## src/rtl/writeback_arbiter_pkg.sv

```systemverilog
// Shared source indexing for the writeback arbiter.
// Sources are ordered ALU0, ALU1, Complex/Memory; rotation order follows the encoding.
package writeback_arbiter_pkg;

  typedef enum logic [1:0] {
    SRC_ALU0    = 2'd0,
    SRC_ALU1    = 2'd1,
    SRC_COMPLEX = 2'd2
  } srcIdx_e;

  localparam int NUMSOURCES = 3;

  function automatic srcIdx_e nextSrc(input srcIdx_e idx);
    srcIdx_e res;
    case (idx)
      SRC_ALU0:    res = SRC_ALU1;
      SRC_ALU1:    res = SRC_COMPLEX;
      SRC_COMPLEX: res = SRC_ALU0;
      default:     res = SRC_ALU0;
    endcase
    return res;
  endfunction

endpackage

```

## src/rtl/writeback_arbiter_fifo.sv

```systemverilog
// Per-source result queue: power-of-two depth, wrapping pointers, and an
// occupancy preview (countNext) so the top can register congestion on the same edge.
module wb_result_fifo
  import writeback_arbiter_pkg::*;
#(
  parameter int WIDTH = 26,
  parameter int DEPTH = 2
) (
  input  logic                     clk,
  input  logic                     async_rst,
  input  logic                     clk_en,
  input  logic                     push,
  input  logic [WIDTH-1:0]         pushData,
  input  logic                     pop,
  output logic [WIDTH-1:0]         headData,
  output logic                     notFull,
  output logic                     notEmpty,
  output logic [$clog2(DEPTH):0]   countNext
);

  localparam int PTRW = $clog2(DEPTH);
  localparam int CNTW = PTRW + 1;
  localparam logic [CNTW-1:0] FULLCNT = CNTW'(DEPTH);

  logic [WIDTH-1:0] mem_r [DEPTH];
  logic [PTRW-1:0]  rdPtr_r;
  logic [PTRW-1:0]  wrPtr_r;
  logic [CNTW-1:0]  count_r;
  logic             doPush_s;
  logic             doPop_s;

  // Occupancy flags, gated handshakes and next occupancy
  always_comb begin
    notFull  = (count_r < FULLCNT);
    notEmpty = (count_r != {CNTW{1'b0}});
    doPush_s = push & notFull & clk_en;
    doPop_s  = pop & notEmpty & clk_en;
    headData = mem_r[rdPtr_r];
    case ({doPush_s, doPop_s})
      2'b10:   countNext = count_r + CNTW'(1);
      2'b01:   countNext = count_r - CNTW'(1);
      default: countNext = count_r;
    endcase
  end

  // Storage, pointers and occupancy; pointers wrap naturally at DEPTH
  always_ff @(posedge clk or posedge async_rst) begin
    if (async_rst) begin
      rdPtr_r <= {PTRW{1'b0}};
      wrPtr_r <= {PTRW{1'b0}};
      count_r <= {CNTW{1'b0}};
      for (int i = 0; i < DEPTH; i++) begin
        mem_r[i] <= {WIDTH{1'b0}};
      end
    end else begin
      count_r <= countNext;
      if (doPush_s) begin
        mem_r[wrPtr_r] <= pushData;
        wrPtr_r        <= wrPtr_r + PTRW'(1);
      end else begin
        wrPtr_r <= wrPtr_r;
      end
      if (doPop_s) begin
        rdPtr_r <= rdPtr_r + PTRW'(1);
      end else begin
        rdPtr_r <= rdPtr_r;
      end
    end
  end

endmodule

```

## src/rtl/writeback_arbiter.sv

```systemverilog
// Writeback arbiter: three result queues drained round-robin into a single
// registered register-file write / tag-release port with issue back-pressure.
module writeback_arbiter
  import writeback_arbiter_pkg::*;
#(
  parameter int DATABITWIDTH    = 16,
  parameter int TAGBITWIDTH     = 6,
  parameter int REGADDRBITWIDTH = 4,
  parameter int FIFODEPTH       = 2
) (
  input  logic                                        clk,
  input  logic                                        async_rst,
  input  logic                                        clk_en,
  input  logic [NUMSOURCES-1:0]                       Src_Valid,
  output logic [NUMSOURCES-1:0]                       Src_Ready,
  input  logic [NUMSOURCES-1:0][DATABITWIDTH-1:0]     Src_Data,
  input  logic [NUMSOURCES-1:0][REGADDRBITWIDTH-1:0]  Src_RegAddr,
  input  logic [NUMSOURCES-1:0][TAGBITWIDTH-1:0]      Src_Tag,
  output logic                                        RegWriteEn,
  output logic [REGADDRBITWIDTH-1:0]                  RegWriteAddr,
  output logic [DATABITWIDTH-1:0]                     RegWriteData,
  output logic                                        TagClearValid,
  output logic [TAGBITWIDTH-1:0]                      TagClearOut,
  output logic                                        IssueCongestionStallOut
);

  localparam int ENTRYW = DATABITWIDTH + REGADDRBITWIDTH + TAGBITWIDTH;
  localparam int CNTW   = $clog2(FIFODEPTH) + 1;
  localparam logic [CNTW-1:0] STALLCNT = CNTW'(FIFODEPTH - 1);

  typedef struct packed {
    logic [DATABITWIDTH-1:0]    data;
    logic [REGADDRBITWIDTH-1:0] regAddr;
    logic [TAGBITWIDTH-1:0]     tag;
  } wbEntry_t;

  wbEntry_t              headEntry_s [NUMSOURCES];
  logic [CNTW-1:0]       cntNext_s   [NUMSOURCES];
  logic [NUMSOURCES-1:0] nonEmpty_s;
  logic [NUMSOURCES-1:0] popVec_s;
  wbEntry_t              grantEntry_s;
  srcIdx_e               grantIdx_s;
  srcIdx_e               prioPtr_r;
  logic                  grantValid_s;
  logic                  stallNext_s;

  for (genvar g = 0; g < NUMSOURCES; g++) begin : gSrcQueue
    wb_result_fifo #(
      .WIDTH (ENTRYW),
      .DEPTH (FIFODEPTH)
    ) uFifo (
      .clk       (clk),
      .async_rst (async_rst),
      .clk_en    (clk_en),
      .push      (Src_Valid[g]),
      .pushData  ({Src_Data[g], Src_RegAddr[g], Src_Tag[g]}),
      .pop       (popVec_s[g]),
      .headData  (headEntry_s[g]),
      .notFull   (Src_Ready[g]),
      .notEmpty  (nonEmpty_s[g]),
      .countNext (cntNext_s[g])
    );
  end

  // Round-robin pick: first non-empty queue at or above the priority pointer
  always_comb begin
    srcIdx_e cand;
    grantValid_s = 1'b0;
    grantIdx_s   = prioPtr_r;
    cand         = prioPtr_r;
    for (int k = 0; k < NUMSOURCES; k++) begin
      if (!grantValid_s && nonEmpty_s[cand]) begin
        grantValid_s = 1'b1;
        grantIdx_s   = cand;
      end else begin
        grantIdx_s   = grantIdx_s;
      end
      cand = nextSrc(cand);
    end
  end

  // Granted head selection and pop strobe back to its queue
  always_comb begin
    popVec_s = {NUMSOURCES{1'b0}};
    case (grantIdx_s)
      SRC_ALU0:    grantEntry_s = headEntry_s[0];
      SRC_ALU1:    grantEntry_s = headEntry_s[1];
      SRC_COMPLEX: grantEntry_s = headEntry_s[2];
      default:     grantEntry_s = headEntry_s[0];
    endcase
    if (grantValid_s && clk_en) begin
      popVec_s[grantIdx_s] = 1'b1;
    end else begin
      popVec_s = {NUMSOURCES{1'b0}};
    end
  end

  // Congestion looks at post-edge occupancy so the stall lands one cycle later
  always_comb begin
    stallNext_s = 1'b0;
    for (int k = 0; k < NUMSOURCES; k++) begin
      if (cntNext_s[k] >= STALLCNT) begin
        stallNext_s = 1'b1;
      end else begin
        stallNext_s = stallNext_s;
      end
    end
  end

  // Output register, priority pointer and stall flag
  always_ff @(posedge clk or posedge async_rst) begin
    if (async_rst) begin
      prioPtr_r               <= SRC_ALU0;
      RegWriteEn              <= 1'b0;
      RegWriteAddr            <= {REGADDRBITWIDTH{1'b0}};
      RegWriteData            <= {DATABITWIDTH{1'b0}};
      TagClearValid           <= 1'b0;
      TagClearOut             <= {TAGBITWIDTH{1'b0}};
      IssueCongestionStallOut <= 1'b0;
    end else if (clk_en) begin
      IssueCongestionStallOut <= stallNext_s;
      TagClearValid           <= grantValid_s;
      if (grantValid_s) begin
        // Register 0 is a discard target: release the tag but suppress the write
        RegWriteEn   <= (grantEntry_s.regAddr != {REGADDRBITWIDTH{1'b0}});
        RegWriteAddr <= grantEntry_s.regAddr;
        RegWriteData <= grantEntry_s.data;
        TagClearOut  <= grantEntry_s.tag;
        prioPtr_r    <= nextSrc(grantIdx_s);
      end else begin
        RegWriteEn   <= 1'b0;
        prioPtr_r    <= prioPtr_r;
      end
    end else begin
      RegWriteEn    <= 1'b0;
      TagClearValid <= 1'b0;
    end
  end

endmodule

```

## config.mk

```make
export PLATFORM = sky130hd
export DESIGN_NAME = writeback_arbiter
export DESIGN_NICKNAME = d
export VERILOG_FILES = /design/src/rtl/writeback_arbiter_pkg.sv /design/src/rtl/writeback_arbiter_fifo.sv /design/src/rtl/writeback_arbiter.sv
export SDC_FILE = /design/constraint.sdc
export NUM_CORES = 1
export LEC_CHECK = 0
export CAP_MARGIN = 30
export CORE_UTILIZATION = 60
export CTS_CLUSTER_SIZE = 20
export DETAILED_ROUTE_END_ITERATION = 6
export MAX_ROUTING_LAYER = met4
export PLACE_DENSITY = 0.86
export SKIP_CTS_REPAIR_TIMING = 1
export SYNTH_ARGS = -nofsm -noshare
export SYNTH_HDL_FRONTEND = slang
export SYNTH_SLANG_ARGS = --single-unit
```

## constraint.sdc

```tcl
create_clock -name clk -period 23 [get_ports clk]
set_clock_uncertainty 0.1 [all_clocks]
set_input_delay 5.75 -clock clk [delete_from_list [all_inputs] [get_ports clk]]
set_output_delay 5.75 -clock clk [all_outputs]
set_load 0.05 [all_outputs]
```

Yosys cells after proc, flatten, opt, wreduce, memory -nomap -nowiden
Cells that the tools add are included.
- register bits: 199
- input bits: 84
- output and inout port bits: 32
- logic and storage cells: 144
- add/sub/neg operators: 12
- order comparisons: 20
- equality and inequality tests: 10
- multiplexer cells: 45
- bitwise logic cells: 18
- reductions and logical operators: 17
- operator list (cell ; count):
    26-bit two-way mux ; 12
    52-bit bitwise mux ; 3
    26-bit demux with 1-bit select ; 3
    26-bit case mux with 2 select lines ; 1
    2-bit case mux with 2 select lines ; 6
    1-bit two-way mux ; 13
    1-bit bitwise AND ; 12
    2-bit by 1-bit equality test with 1-bit output (second input constant) ; 6
    2-bit >= comparator (second input constant) ; 6
    2-bit by 3-bit less-than comparator with 1-bit output (second input constant) ; 4
    1-bit NOT with 2-bit output ; 6
    2-bit equality test (second input constant) ; 4
    2-bit by 1-bit >= comparator with 1-bit output (second input constant) ; 4
    1-bit logical AND ; 7
    1-bit adder (second input constant) ; 6
    2-bit by 1-bit adder with 2-bit output (second input constant) ; 3
    1-bit binary-select mux with 2-bit select ; 3
    2-bit logical NOT ; 3
    2-bit by 1-bit less-than comparator with 1-bit output (second input constant) ; 3
    2-bit less-than comparator (second input constant) ; 3
    2-bit nonzero test ; 3
    2-bit by 1-bit subtractor with 2-bit output (second input constant) ; 3
    2-bit two-way mux ; 2
    4-bit nonzero test ; 1
    4 further kinds ; 5

Depth between registers and ports, before layout
Gate-level depths: netlist of run 1.
- depth after elaboration: 23
- gate-level depth with buffers: 14
- mapped depth without buffers: 11

Cells and area by module
From an unflattened synthesis of run 1, not the netlist that was laid out.
- cell total of the unflattened synthesis: 645
- area total of the unflattened synthesis: 9282.7 sq um
- modules (own cells, without submodules) (module ; instances ; cells an instance ; area each (sq um) ; sequential area each (sq um)):
    wb_result_fifo at gSrcQueue[0].uFifo ... ; 2 ; 155 ; 2463.6 ; 1401.3
    wb_result_fifo at gSrcQueue[1].uFifo ; 1 ; 155 ; 2451.1 ; 1401.3
    writeback_arbiter ; 1 ; 180 ; 1904.3 ; 775.7

Least setup slack after synthesis of run 1
No wires, ideal clock.
- path type: input -> register
- start: in clk_en
- end: reg IssueCongestionStallOut
- setup time: 0.141 ns
- arrival: 7.050 ns
- required time: 22.759 ns
- slack: 15.708 ns
- stages: 8
- buffers on the path: 1
- path through: o31ai_2 -> buf_4 -> inv_2 -> and3_4 -> ha_1 -> xnor2_1 -> nor4b_1 -> a41oi_1
- RTL lines (what ; RTL line ; text):
    from (decl) ; writeback_arbiter.sv:13 ; input logic clk_en,
    to (signal assigned) ; writeback_arbiter.sv:121 ; IssueCongestionStallOut <= stallNext_s;
    to (decl) ; writeback_arbiter.sv:24 ; output logic IssueCongestionStallOut

==> metrics.txt, run 1 <==
outcome=finished, final reports clean; vias=5933; Critical-path top delay cell=clkdlybuf4s50_1; P&R area growth vs syn=21.0%; post-synthesis sequential area ratio=0.555; Hold Path Stages=1; number of global-route vias before repair=6321; Crit Path Class=in -> reg; max frequency=123 MHz; Final Hold Fails=0; worst hold path type=reg -> reg; Comb pwr share=0.457; GRT Total Usage=0.287; Synth Area in Adders=0.00976; Die W=124 um; syn_area_per_cell=13.3 um^2; simple logic cell fraction of the synthesized area=0.0386; Tot Pwr=0.00172 W; CTS tree=done; setup violators final=0; Syn Std Cell Area=8980 um^2; Critical Path RT=23.19 ns; mux share of post-synthesis cell area=0.289; Yosys top cell by area=dfrtp_1; CP Launch Type=input pin; Synth top area share=0.555; Fill cells=918; worst slew pin tran=0.919 ns; Clock Latency Late Sink=0.44 ns; drt wl/cell=21.2 um; drt via density=6.08; hold slack final=0.404 ns; Initial Utilization=0.615; number of remaining DRC errors=0; Synth Area in Compound Gates=0.0629; Placer Congestion=0.890; sequential power share=0.370; max-slew violations=0; synth cell count leaders=mux2_2, dfrtp_1, nand2_1, mux2i_1, nor2_1; unrepaired setup endpoints after global routing=false; largest family of logic cells by synthesized area=multiplexers; root buf cell=clkbuf_16; I/O pins=116; Final ANT Viol Nets=0; maximum level of the CTS H-tree=4; GR Overflow Total=0; Most used DFF post-synth=dfrtp_1; first-pass GRT wire length=33200 um; #FFs+latches synth=199; dpl hpwl=13800 um; sw frac=0.380; pin count of the biggest net entering global routing=121; largest cells by area after synthesis=dfrtp_1, mux2_2, mux2i_1, a22o_1, o21ai_0; XOR/XNOR Fraction of Synth Area=0.0146; final net count=871; initial antenna violation count=1; Syn Nets=767; most common cell in the synthesized netlist=mux2_2; asr flop ratio synth=1.00; number of clock sinks=199; CTS Buffer Depth=2; Yosys cell types=35; Clock transition at path regs=0.06 ns; Iter 0 DRT Violations=466; crit path cell chain=clkdlybuf4s50_1, o31ai_4, buf_4, inv_2, and3_4, ha_1, xnor2_1, nor4b_1, a41oi_1; setup TNS=0 ns; internal power=0.00107 W; CP Capture Type=flop; die footprint=15500 um^2; WP data arrival=8.32 ns; Die Ht=124 um; Max Cap Viol=0; share of cells above drive strength 1=0.324; CORE AREA=14600 um^2; num rows=44; Post-Route WL=20700 um; number of iterations in the first detailed-routing pass=6; maximum VDD drop=0.106 mV; Clock power frac=0.172; Net Sw Power=0.000652 W; crit path max fanout=56; Static Leakage=4.68 nW; Synth Warn #=0; total CTS buffers=17; Post-synth EDFFs=0; final period utilization=0.354; min cycle time layout=8.14 ns; Max stage delay on crit path=0.66 ns; Gate Count Post-Synth=676; port buffer count=115; Pwr Density=158 nW/um^2; r2r worst-path depth=9; Slew HR=0.388
[layout make-up]
cell class                 instances  area [um^2]  area share
antenna                            1         2.50    0.000230
clock buffer                      23          488      0.0449
clock inverter                     7         95.1     0.00876
inverter                           9         41.3     0.00380
multi-input combinational        424         3740       0.344
sequential                       199         4980       0.459
tap                              184          230      0.0212
timing repair buffer             129         1280       0.118
[cell usage in the layout, fill, tap and decap left out, types with 4 or more instances in the layout]
master and n:
mux2_2 204, dfrtp_1 199, clkdlybuf4s50_1 115, nand2_1 34, mux2i_1 30, nor2_1 29, o21ai_0 26, a21oi_1 23
a22o_1 22, clkbuf_16 17, xnor2_1 12, buf_4 12, inv_1 7, o22ai_1 6, ha_1 6, a31oi_1 4
clkbuf_8 4
[state kept, by name (all words and copies together) (netlist names)]
signal	flops
IssueCongestionStallOut	1
RegWriteAddr	4
RegWriteData	16
RegWriteEn	1
TagClearOut	6
TagClearValid	1
gSrcQueue.uFifo.count_r	6
gSrcQueue.uFifo.mem_r	156
gSrcQueue.uFifo.rdPtr_r	3
gSrcQueue.uFifo.wrPtr_r	3
prioPtr_r	2
[power by group through the flow]
| stage | sequential, W | clock (W) | combinational (W) |
|---|---|---|---|
| after floorplan | 0.000660 | 0 | 0.000533 |
| after global routing | 0.000655 | 0.000314 | 0.000844 |
| after global placement | 0.000620 | 0 | 0.000741 |
| after CTS | 0.000634 | 0.000300 | 0.000780 |
| final | 0.000636 | 0.000296 | 0.000786 |
| after detailed placement | 0.000638 | 0 | 0.000770 |
[logic make-up after synthesis]
kind of cell | count (synthesis)
flip-flops | 199
AND/OR/NAND/NOR | 80
AO/OA/AOI/OAI | 88
XOR/XNOR | 15
buffers and inverters | 53
multiplexers | 234
adder cells (fa/ha/maj) | 7
[path summary, 6_finish.rpt]
kind	startpoint	end	slack [ns]
worst max-delay path	clk_en	IssueCongestionStallOut	14.86
worst min-delay path	gSrcQueue[1].uFifo.mem_r[29]	gSrcQueue[1].uFifo.mem_r[29]	0.40
worst max register to register	gSrcQueue[2].uFifo.count_r[0]	RegWriteEn	19.55
worst min register to register	gSrcQueue[1].uFifo.mem_r[29]	gSrcQueue[1].uFifo.mem_r[29]	0.40
max in group asynchronous	async_rst	gSrcQueue[0].uFifo.mem_r[47]	15.78
min in group asynchronous	async_rst	gSrcQueue[1].uFifo.mem_r[25]	5.78
[stage by stage]
stage               utilization  setup slack [ns]  cell area, um^2  cells
finish                    0.744             14.86            10900    976
global route              0.744             14.78            10900    976
CTS                       0.742             14.95            10800    974
detailed placement        0.702             14.50            10200    944
global placement          0.701             14.64            10200    943
floorplan                     -             11.72             8980    676
[worst max-delay path: cells and delay by family]
family                   cells  cell delay [ns]
adder cells (fa/ha/maj)      1             0.33
AND/OR/NAND/NOR              2             0.53
XOR/XNOR                     1             0.16
buffers and inverters        3             1.25
AO/OA/AOI/OAI                2             0.30
[layer usage]
layer,vias up,track usage,wire length [um]
met5,-,-,0
met4,0,0.118,693
met3,64,0.0623,1180
met2,228,0.452,10200
met1,3032,0.362,8600
li1,2609,-,-
Note: power is estimated with default switching activity, not from simulation.
==> run 2, diff against run 1 <==
--- a/config.mk
+++ b/config.mk
@@ -6,11 +6,11 @@
 export NUM_CORES = 1
 export LEC_CHECK = 0
 export CAP_MARGIN = 30
-export CORE_UTILIZATION = 60
+export CORE_UTILIZATION = 50
 export CTS_CLUSTER_SIZE = 20
 export DETAILED_ROUTE_END_ITERATION = 6
 export MAX_ROUTING_LAYER = met4
-export PLACE_DENSITY = 0.86
+export PLACE_DENSITY = 0.76
 export SKIP_CTS_REPAIR_TIMING = 1
 export SYNTH_ARGS = -nofsm -noshare
 export SYNTH_HDL_FRONTEND = slang
==> constraint.sdc (replaced) <==
create_clock -name clk -period 7.2 [get_ports clk]
set_clock_uncertainty 0.1 [all_clocks]
set_input_delay 1.8 -clock clk [delete_from_list [all_inputs] [get_ports clk]]
set_output_delay 1.8 -clock clk [all_outputs]
set_load 0.05 [all_outputs]
==> metrics.txt, run 2 (synthesized netlist as in run 1, its figures left out) <==
share of cells above drive strength 1=0.321; max-slew violations=0; Crit Path Class=in -> reg; Max stage delay on crit path=0.62 ns; first-pass GRT wire length=31900 um; max frequency=242 MHz; global routing usage on met3=0.0418; GRT Total Usage=0.238; number of remaining DRC errors=0; placed instance area=10300 um^2; CP top delay family=buffers and inverters; pin count of the biggest net entering global routing=200; max reg flops=156; P&R area growth vs syn=21.0%; outcome=finished, final reports clean; Placer Congestion=0.776; Post-Route WL=20100 um; drt wl/cell=19.7 um; root buf cell=clkbuf_16; maximum VDD drop=0.281 mV; worst slew pin tran=1.05 ns; Final Instance Area=10900 um^2; dpl hpwl=13300 um; Top reg by flops=gSrcQueue.uFifo.mem_r; die footprint=18500 um^2; initial antenna violation count=0; ant diodes=0; grt peak-use layer=met2; Max Cap Viol=0; GR Overflow Total=0; Clock Latency Late Sink=0.42 ns; number of global-route vias before repair=5921; Initial Utilization=0.515; CTS Buffer Depth=2; Die W=136 um; vias=5635; drt via density=5.55; CP Capture Type=flop; port buffer count=115; most common cell after layout, fill and taps aside=mux2_2; CORE AREA=17400 um^2; CTS tree=done; M2 GR Usage=0.383; Pwr Density=497 nW/um^2; final net count=870; I/O pins=116; maximum level of the CTS H-tree=4; number of iterations in the first detailed-routing pass=7; min cycle time layout=4.13 ns; setup violators final=0; Final Hold Fails=0; Slew HR=0.297; unrepaired setup endpoints after global routing=false; total CTS buffers=17; WP data arrival=4.32 ns; num rows=48; number of clock sinks=199; Die Ht=136 um; crit path cell chain=clkdlybuf4s50_1, o31ai_4, buf_4, inv_2, and3_4, ha_1, xnor2_1, nor4b_1, a41oi_1; biggest registers after layout=gSrcQueue.uFifo.mem_r (156), RegWriteData (16); met1 usage=0.308; worst hold path type=reg -> reg; setup TNS=0 ns; Clock transition at path regs=0.07 ns; CP Buf/Inv Count=3; commonest cells after routing, fill and taps aside=mux2_2, dfrtp_1, clkdlybuf4s50_1; CP Launch Type=input pin; Static Leakage=4.65 nW; Critical Path RT=7.38 ns; crit path max fanout=56; Final ANT Viol Nets=0; Critical-path top delay cell=clkdlybuf4s50_1; final period utilization=0.574; Iter 0 DRT Violations=286
run 2: cell types whose count changed in the layout (fill, tap and decap cells not counted):
| cell | before | now |
|---|---|---|
| buf_12 | 0 | 1 |
| buf_16 | 1 | 0 |
| buf_8 | 1 | 0 |
| clkbuf_1 | 2 | 4 |
| clkbuf_8 | 4 | 2 |
| clkinv_2 | 2 | 3 |
| clkinv_4 | 2 | 1 |
| clkinvlp_4 | 1 | 3 |
| diode_2 | 1 | 0 |
| inv_8 | 1 | 0 |
run 2: layer usage:
layer | share of wire | wire length (um)
met3 | 0.033 | 656
met4 | 0.015 | 309
met5 | 0 | 0
met1 | 0.45 | 8980
met2 | 0.50 | 10100
run 2: cell type report:
cell class / instances / area, um^2
Multi-Input combinational cell: 424 / 3740
Clock inverter: 8 / 98.8
Inverter: 9 / 37.5
Tap cell: 225 / 282
Sequential cell: 199 / 4980
Clock buffer: 23 / 468
Fill cell: 1318 / 6550
Timing Repair Buffer: 128 / 1260
run 2: power breakdown:
part / switching (W) / leakage (nW) / total (W) / internal, W
registers: 0.000299 / 2.40 / 0.00198 / 0.00168
clock network: 0.000394 / 0.273 / 0.000922 / 0.000527
logic: 0.00133 / 1.98 / 0.00250 / 0.00117
run 2: worst register-to-register path, delay by kind of cell, from the launching register on:
| family | cells | cell delay, ns |
|---|---|---|
| AO/OA/AOI/OAI | 5 | 1.01 |
| adder cells (fa/ha/maj) | 1 | 0.99 |
| flip-flops | 1 | 0.44 |
| AND/OR/NAND/NOR | 3 | 0.69 |
run 2: through the flow:
stage	setup WS [ns]	instances	hold WS, ns	util	total power (W)
finish	3.07	1016	0.380	0.624	0.00540
global route	2.91	1016	0.413	0.624	0.00573
CTS	3.11	1016	0.389	0.624	0.00543
detailed placement	2.65	985	0.375	0.591	0.00450
global placement	2.77	985	0.370	0.591	0.00436
floorplan	2.73	676	0.374	-	0.00381
run 2: worst paths after layout:
| kind | start | end | slack [ns] | cells past startpoint |
|---|---|---|---|---|
| setup / recovery | clk_en | IssueCongestionStallOut | 3.07 | 9 |
| hold / removal | RegWriteData[0] | RegWriteData[0] | 0.38 | 2 |
| setup reg to reg | gSrcQueue[2].uFifo.count_r[0] | RegWriteEn | 3.88 | 9 |
| hold reg to reg | RegWriteData[0] | RegWriteData[0] | 0.38 | 2 |
| max in group asynchronous | async_rst | gSrcQueue[2].uFifo.mem_r[43] | 4.34 | 3 |
| min in group asynchronous | async_rst | gSrcQueue[1].uFifo.count_r[1] | 1.91 | 3 |
==> run 3, diff against run 2 <==
--- a/config.mk
+++ b/config.mk
@@ -6,11 +6,11 @@
 export NUM_CORES = 1
 export LEC_CHECK = 0
 export CAP_MARGIN = 30
-export CORE_UTILIZATION = 50
+export CORE_UTILIZATION = 55
 export CTS_CLUSTER_SIZE = 20
 export DETAILED_ROUTE_END_ITERATION = 6
 export MAX_ROUTING_LAYER = met4
-export PLACE_DENSITY = 0.76
+export PLACE_DENSITY = 0.79
 export SKIP_CTS_REPAIR_TIMING = 1
 export SYNTH_ARGS = -nofsm -noshare
 export SYNTH_HDL_FRONTEND = slang
==> constraint.sdc (replaced) <==
create_clock -name clk -period 3.95 [get_ports clk]
set_clock_uncertainty 0.1 [all_clocks]
set_input_delay 0.9875 -clock clk [delete_from_list [all_inputs] [get_ports clk]]
set_output_delay 0.9875 -clock clk [all_outputs]
set_load 0.05 [all_outputs]
==> metrics.txt, run 3 (synthesized netlist as in run 1, its figures left out) <==
CP Launch Type=flop; Hold Path Stages=2; CORE AREA=15900 um^2; Die W=130 um; Final ANT Viol Nets=0; worst slew pin tran=0.855 ns; Top reg by flops=gSrcQueue.uFifo.mem_r; Initial Utilization=0.565; Register Area=4980 um^2; GR Overflow Total=0; number of remaining DRC errors=0; Finished Layout Cells=1015; area of the multi-input gates=3740 um^2; Crit Reg-Reg Endpoint=RegWriteEn; number of clock sinks=199; WP data arrival=3.22 ns; worst hold path type=reg -> reg; first-pass GRT wire length=32600 um; Static Leakage=4.69 nW; unrepaired setup endpoints after global routing=false; max-slew violations=0; Final Hold Fails=0; Reg2Reg Launch Point=gSrcQueue[2].uFifo.count_r[0]; number of iterations in the first detailed-routing pass=4; initial antenna violation count=0; CTS Buffer Depth=2; Reg2Reg Setup Slack=0.98 ns; CTS tree=done; hold_sp=RegWriteData[9]; share of cells above drive strength 1=0.332; vias=5748; num rows=46; pin count of the biggest net entering global routing=81; setup violators final=0; Post-Route WL=20400 um; Die Ht=130 um; Clock transition at path regs=0.07 ns; biggest registers after layout=gSrcQueue.uFifo.mem_r (156), RegWriteData (16); setup TNS=0 ns; drt via density=5.66; Crit Path Class=reg -> reg; outcome=finished, final reports clean; commonest cells after routing, fill and taps aside=mux2_2, dfrtp_1, clkdlybuf4s50_1; GRT Total Usage=0.271; maximum VDD drop=0.391 mV; CP Capture Type=flop; drt wl/cell=20.1 um; ant diodes=0; number of global-route vias before repair=6105; Iter 0 DRT Violations=321; dpl hpwl=14000 um; port buffer count=115; Critical Path RT=4.20 ns; root buf cell=clkbuf_16; max reg flops=156; maximum level of the CTS H-tree=4; Max Cap Viol=0; P&R area growth vs syn=21.8%; Slew HR=0.430; die footprint=16800 um^2; Placer Congestion=0.845; Fill cells=1118; max frequency=337 MHz; total CTS buffers=17; final net count=877; min cycle time layout=2.97 ns; dpl cells=983; Pwr Density=909 nW/um^2; r2r worst-path depth=9; hold path endpoint=RegWriteData[9]; I/O pins=116; crit path max fanout=28; final period utilization=0.752; most common cell after layout, fill and taps aside=mux2_2; Clock Latency Late Sink=0.43 ns
==> run 3: cell count changes in the layout (fill, tap and decap cells not counted), sizes merged <==
cell / delta
buf: +7
clkinv: +3
clkbuf: -5
inv: +3
bufinv: -1
clkinvlp: +1
==> run 3: area by class of cell <==
| type | instances | area share |
|---|---|---|
| tap | 216 | 0.0247 |
| clock inverter | 14 | 0.0114 |
| inverter | 9 | 0.00343 |
| multi-input combinational | 424 | 0.342 |
| timing repair buffer | 135 | 0.124 |
| sequential | 199 | 0.455 |
| clock buffer | 18 | 0.0392 |
==> run 3: critical path, cell delays in order, from the launching register on <==
cell	delay (ns)
dfrtp_1	0.45
or2_2	0.36
a21oi_1	0.15
nor2_1	0.08
o22a_1	0.24
ha_2	0.68
nand2_1	0.23
o22ai_1	0.26
a31oi_1	0.09
a41oi_1	0.26
==> run 3: metal layers <==
layer,wire length [um],global-route usage,vias up
met2,10200,0.439,152
met3,764,0.0443,32
met5,0,-,-
met1,8950,0.348,2936
li1,-,-,2628
met4,468,0.0923,0
==> run 3: report_power, final <==
part           leakage (nW)  switching [W]  total (W)  internal [W]
Combinational          2.03        0.00242    0.00464       0.00222
Clock                 0.267       0.000761    0.00163      0.000872
Sequential             2.40       0.000607    0.00366       0.00305
==> run 3: stage by stage <==
stage / hold WS (ns) / utilization / cell area (um^2) / total power [W] / worst slack (ns)
floorplan: 0.374 / - / 8980 / 0.00695 / 0.288
global placement: 0.368 / 0.650 / 10300 / 0.00796 / 0.724
detailed placement: 0.371 / 0.653 / 10400 / 0.00828 / 0.625
CTS: 0.386 / 0.688 / 10900 / 0.00997 / 0.976
global route: 0.411 / 0.688 / 10900 / 0.0106 / 0.739
finish: 0.384 / 0.688 / 10900 / 0.00993 / 0.980
==> run 3: worst max-delay path by stage <==
stage,from,end,slack (ns)
floorplan,async_rst,IssueCongestionStallOut,0.29
global placement,clk_en,gSrcQueue[0].uFifo.mem_r[15],0.72
detailed placement,clk_en,gSrcQueue[0].uFifo.mem_r[14],0.63
CTS,gSrcQueue[2].uFifo.count_r[0],RegWriteEn,0.98
global route,gSrcQueue[0].uFifo.count_r[0],RegWriteEn,0.74
finish,gSrcQueue[2].uFifo.count_r[0],RegWriteEn,0.98
